--- src/rtl/fetch_unit_pkg.sv ---
// Shared types and constants for the fetch unit: address width, FSM encoding, NOP word.
// The optional FETCH_TIMEOUT_EN watchdog lives in fetch_unit.sv.
`ifndef WIDTH
`define WIDTH 32
`endif

package fetch_unit_pkg;

    localparam int INST_W = 32;
    localparam logic [INST_W-1:0] NOP = 32'h0000_0000;

    typedef enum logic [1:0] {
        FU_IDLE = 2'd0,
        FU_WAIT = 2'd1,
        FU_DROP = 2'd2
    } fu_state_e;

    typedef struct packed {
        logic [`WIDTH-1:0] pc;
        logic [INST_W-1:0] inst;
    } fetch_entry_t;

endpackage

--- src/rtl/fetch_fifo.sv ---
// Instruction buffer: DEPTH entries of {pc, inst}, synchronous push/pop/clear,
// head reads as zero when empty.
`ifndef WIDTH
`define WIDTH 32
`endif

module fetch_fifo
    import fetch_unit_pkg::*;
#(
    parameter int DEPTH = 2
) (
    input  logic                   clk,
    input  logic                   rst,
    input  logic                   push,
    input  logic                   pop,
    input  logic                   clear,
    input  fetch_entry_t           din,
    output logic [$clog2(DEPTH):0] count,
    output fetch_entry_t           head
);

    localparam int PW = $clog2(DEPTH);
    localparam int CW = PW + 1;
    localparam logic [CW-1:0] FULL = CW'(DEPTH);

    logic [PW-1:0] rd_ptr;
    logic [PW-1:0] wr_ptr;
    logic          do_push;
    logic          do_pop;
    fetch_entry_t  mem [DEPTH];

    always_comb begin
        do_pop  = pop && (count != '0);
        do_push = push && ((count != FULL) || do_pop);
    end

    // NOTE: sequential state uses non-blocking assignments so every register samples pre-edge values.
    always_ff @(posedge clk) begin
        if (!rst || clear) begin
            rd_ptr <= '0;
            wr_ptr <= '0;
            count  <= '0;
        end else begin
            if (do_push) wr_ptr <= wr_ptr + 1'b1;
            if (do_pop)  rd_ptr <= rd_ptr + 1'b1;
            case ({do_push, do_pop})
                2'b10:   count <= count + 1'b1;
                2'b01:   count <= count - 1'b1;
                default: count <= count;
            endcase
        end
    end

    // NOTE: storage is deliberately not reset; count alone decides which entries are visible.
    always_ff @(posedge clk) begin
        if (rst && !clear && do_push) mem[wr_ptr] <= din;
    end

    assign head = (count != '0) ? mem[rd_ptr] : '0;

endmodule

--- src/rtl/fetch_unit.sv ---
// Fetch unit: single-outstanding imem requests, instruction buffer, decode handshake, flush.
// Define FETCH_TIMEOUT_EN to enable the sticky fetch_err watchdog.
`ifndef WIDTH
`define WIDTH 32
`endif

module fetch_unit
    import fetch_unit_pkg::*;
#(
    parameter int DEPTH   = 2,
    parameter int TIMEOUT = 64
) (
    input  logic              clk,
    input  logic              rst,
    input  logic [`WIDTH-1:0] pc_in,
    output logic              stall_pc,
    input  logic              flush,
    output logic              imem_req,
    output logic [`WIDTH-1:0] imem_addr,
    input  logic              imem_ack,
    input  logic [31:0]       imem_rdata,
    output logic              inst_valid,
    output logic [31:0]       inst,
    output logic [`WIDTH-1:0] inst_pc,
    input  logic              dec_ready,
    output logic              fetch_err
);

    localparam int CW = $clog2(DEPTH) + 1;
    localparam logic [CW-1:0] FULL = CW'(DEPTH);

    if (DEPTH < 2 || (DEPTH & (DEPTH - 1)) != 0 || TIMEOUT < 1) begin : g_bad_param
        $error("fetch_unit: DEPTH must be a power of 2 >= 2 and TIMEOUT >= 1");
    end

    fu_state_e         state;
    logic [`WIDTH-1:0] req_pc;
    logic [CW-1:0]     count;
    logic              issue;
    logic              push;
    logic              pop;
    fetch_entry_t      head;
    fetch_entry_t      din;

    // NOTE: every always_comb output gets a value on every path, so no latches are inferred.
    always_comb begin
        issue      = (state == FU_IDLE) && (count < FULL) && !flush && rst;
        stall_pc   = !(rst && (issue || flush));
        inst_valid = (count != '0);
        push       = (state == FU_WAIT) && imem_ack && !flush;
        pop        = inst_valid && dec_ready && !flush;
        din.pc     = req_pc;
        din.inst   = imem_rdata;
        inst       = inst_valid ? head.inst : NOP;
        inst_pc    = inst_valid ? head.pc : '0;
    end

    always_ff @(posedge clk) begin
        if (!rst) begin
            state     <= FU_IDLE;
            imem_req  <= 1'b0;
            imem_addr <= '0;
            req_pc    <= '0;
        end else begin
            imem_req <= issue;
            if (issue) begin
                imem_addr <= pc_in;
                req_pc    <= pc_in;
            end
            case (state)
                FU_IDLE: if (issue) state <= FU_WAIT;
                // An ack always closes the request; a flush without one leaves a response to discard.
                FU_WAIT: begin
                    if (imem_ack)   state <= FU_IDLE;
                    else if (flush) state <= FU_DROP;
                end
                FU_DROP: if (imem_ack) state <= FU_IDLE;
                default: state <= FU_IDLE;
            endcase
        end
    end

    fetch_fifo #(
        .DEPTH (DEPTH)
    ) u_fifo (
        .clk   (clk),
        .rst   (rst),
        .push  (push),
        .pop   (pop),
        .clear (flush),
        .din   (din),
        .count (count),
        .head  (head)
    );

`ifdef FETCH_TIMEOUT_EN
    localparam int TW = $clog2(TIMEOUT + 1);
    logic [TW-1:0] timer;

    // Timer counts cycles spent waiting on memory; fetch_err latches as it reaches TIMEOUT.
    always_ff @(posedge clk) begin
        if (!rst) begin
            timer     <= '0;
            fetch_err <= 1'b0;
        end else begin
            if (state == FU_IDLE)           timer <= '0;
            else if (timer != TW'(TIMEOUT)) timer <= timer + 1'b1;
            if (state != FU_IDLE && timer == TW'(TIMEOUT - 1)) fetch_err <= 1'b1;
        end
    end
`else
    assign fetch_err = 1'b0;
`endif

endmodule
--- config.mk ---
export PLATFORM = sky130hd
export DESIGN_NAME = fetch_unit
export DESIGN_NICKNAME = d
export VERILOG_FILES = /design/src/rtl/fetch_unit_pkg.sv /design/src/rtl/fetch_fifo.sv /design/src/rtl/fetch_unit.sv
export SDC_FILE = /design/constraint.sdc
export NUM_CORES = 1
export LEC_CHECK = 0
export ABC_AREA = 1
export BUFFER_PORTS_ARGS = -buffer_cell sky130_fd_sc_hd__buf_2
export CORE_UTILIZATION = 50
export CTS_CLUSTER_SIZE = 14
export DETAILED_ROUTE_END_ITERATION = 16
export PLACE_DENSITY = 0.76
export SLEW_MARGIN = 20
export SYNTH_ARGS = -nofsm -noshare
export SYNTH_HDL_FRONTEND = slang
export SYNTH_SLANG_ARGS = --single-unit
--- constraint.sdc ---
create_clock -name clk -period 7.7 [get_ports clk]
set_input_delay 0.77 -clock clk [delete_from_list [all_inputs] [get_ports clk]]
set_output_delay 0.77 -clock clk [all_outputs]
set_load 0.01 [all_outputs]
==> impl_metrics.py <==
metrics = {
    "status": {
        "status": "finished, final reports clean",
    },
    "cts": {
        "root_buffer": "clkbuf_16",
        "cts_sinks": 168,
        "cts_buffer_depth": 2,
        "clock_latency_ns": 0.41,
        "hold_buffers": 0,
        "clkTransAtPathRegs_ns": 0.06,
        "post_cts_resized": 0,
        "cts_buffers": 17,
        "cts_tree": "built",
        "postCtsSetupBuffers": 0,
        "cts-htree-levels": 4,
    },
    "worst_setup_path": {
        "cpLargestDelayFamily": "buffers and inverters",
        "crit_chain": "buf_2, inv_2, nor2_4, nand2_4, nor2_8, o21ai_1, buf_2",
        "end_kind": "output port",
        "critPathMaxStageDelay_ns": 0.44,
        "cp_slowest_cell": "buf_2",
        "crit_arrival_ns": 2.31,
        "rr_worst_depth": 5,
        "rrSetupSlack_ns": 5.64,
        "path_common_cell": "buf_2",
        "crit_type": "in2out",
        "worstPathMaxFanout": 34,
        "path_buf_inv": 3,
        "crit_cells": 7,
        "worstPathRequired_ns": 6.93,
        "startpoint_type": "input pin",
    },
    "hold_path": {
        "min_path_type": "reg2reg",
        "worstHoldPathCells": 0,
    },
    "routing": {
        "drtIter0Drc": 252,
        "finalWirelength_mm": 13.3,
        "drt-vias-per-instance": 5.00,
        "postRouteAntennaNets": 0,
        "wl_per_cell_um": 15.1,
        "num_vias": 4387,
        "route.detailed.drc": 0,
        "dr.pass1.iters": 5,
    },
    "logic_synthesis": {
        "ys_seq_elements": 168,
        "netlist_area_um2": 6290,
        "synth_area_leaders": "edfxtp_1 (61%), dfxtp_1 (13%), nand2_1 (8.2%)",
        "synth_fp_nets": 607,
        "ys_types": 25,
        "ys_warn_count": 0,
        "yosysTopAreaCell": "edfxtp_1",
        "synthCells": 537,
        "synth_seq_area_share_pct": 73.8,
        "synth.avg_cell_area_um2": 11.7,
        "synth_top_area_share_pct": 61.1,
    },
    "global_routing": {
        "grt_max_degree": 65,
        "grt_pass1_wl_mm": 20.2,
        "overflow": 0,
        "track_usage_pct": 20.7,
        "antenna_found_initial": 0,
        "first_global_vias": 4174,
    },
    "sta": {
        "finalCriticalPeriod_ns": 3.08,
        "hold_viol_final": 0,
        "max_freq_mhz": 325,
        "rsz0062_at_grt": "no",
        "worstMarginPinSlew_ns": 0.939,
        "period_share_pct": 39.9,
        "finalSetupTns_ns": 0,
        "maxSlewViolCount": 0,
        "timing.final.ws_setup_ns": 4.62,
        "setup_violations": 0,
        "skew_ns": 0.00563,
        "maxSlewHeadroom_pct": 37.4,
    },
    "floorplanning": {
        "num_io_pins": 169,
        "row_count": 40,
        "core_um2": 12200,
        "dieArea_um2": 13000,
        "fp.dieH_um": 114,
        "die_w_um": 114,
        "start_util_pct": 51.7,
    },
    "placement": {
        "dp_hpwl_mm": 8.02,
        "gp_congestion": 0.772,
        "dp_slack_ns": 4.60,
        "portBuffers": 167,
    },
    "pwr": {
        "cellLeakagePower_uw": 0.00324,
        "vdd_drop_max_v": 0.000141,
        "total_power_uw": 1950,
        "power.density_nw_per_um2": 249,
    },
    "layout": {
        "syn2layout_area_growth_pct": 24.4,
        "final_common_cell": "buf_2",
        "n_fill_cell": 944,
        "drive_above_1_share_pct": 29.9,
        "diodes": 0,
        "final_cell_mix": "buf_2 (167), nand2_1 (137), edfxtp_1 (128)",
        "regArea_um2": 4650,
        "finalNetCount": 767,
        "multi_input_area_um2": 1450,
    },
    "run": {
        "cap_violations": 0,
    },
}
## cell usage after synthesis
library cell,n
inv_2,2
buf_4,1
conb_1,1
nor3_1,4
a31oi_1,1
buf_2,4
clkbuf_2,1
nand2_1,137
nand3_1,3
a21oi_1,68
nand2_4,1
nor2_2,1
buf_6,8
o21ai_0,23
nor2_8,1
o21ai_1,11
edfxtp_1,128
nand4_1,1
ha_1,1
nor2_1,74
dfxtp_1,40
clkbuf_1,16
inv_1,8
nor2_4,1
nand3_2,1
## metal layers
layer / GRT usage (%) / routed length [µm] / up-vias
li1: - / - / 2155
met1: 24.8 / 5270 / 2068
met2: 35.3 / 7130 / 147
met3: 5.19 / 655 / 17
met4: 9.52 / 225 / 0
met5: 0 / 0 / -
## metrics by stage
stage / hold slack (ns) / cells / instance area (µm²) / util (%)
after floorplan: 0.465 / 537 / 6290 / -
after global placement: 0.457 / 846 / 7200 / 59.2
after detailed placement: 0.464 / 846 / 7200 / 59.2
after CTS: 0.480 / 878 / 7830 / 64.4
after global routing: 0.493 / 878 / 7830 / 64.4
final: 0.473 / 878 / 7830 / 64.4
## registers in the layout (all words and copies together) (netlist names), named ones only
register,cells
imem_req,1
req_pc,32
u_fifo.rd_ptr,1
state,2
u_fifo.count,2
u_fifo.wr_ptr,1
u_fifo.mem,128
## report_power, final
| group | internal, µW | total [µW] | switching (µW) |
|---|---|---|---|
| sequential | 993 | 1010 | 13.4 |
| combinational | 35.3 | 88.5 | 53.2 |
| clock | 534 | 857 | 323 |
| total | 1560 | 1950 | 390 |
## area by class of cell
cell class / instances / area share (%)
clock buffer: 23 / 6.52
clock inverter: 9 / 1.42
inverter: 10 / 0.496
multi-input combinational: 329 / 18.5
sequential: 168 / 59.4
tap: 168 / 2.69
timing repair buffer: 171 / 11.1
## cells by family after synthesis
family	count (synthesis)	synth area share, %
AO/OA/AOI/OAI	103	8.22
adder cells (fa/ha/maj)	1	0.199
buffers and inverters	40	3.50
flip-flops	168	73.8
other	1	0.0596
AND/OR/NAND/NOR	224	14.2
## path summary, 6_finish.rpt
kind         startpoint                end
max                 rst           stall_pc
min          req_pc[18]  u_fifo.mem[1][50]
max reg2reg    state[0]  u_fifo.mem[1][16]
min reg2reg  req_pc[18]  u_fifo.mem[1][50]
## worst register-to-register path, delay by kind of cell (launching register included)
kind                   cells  cell delay (ns)
buffers and inverters      1             0.69
AND/OR/NAND/NOR            4             0.59
flip-flops                 1             0.37
No activity file was read; power rests on OpenSTA's default activity.
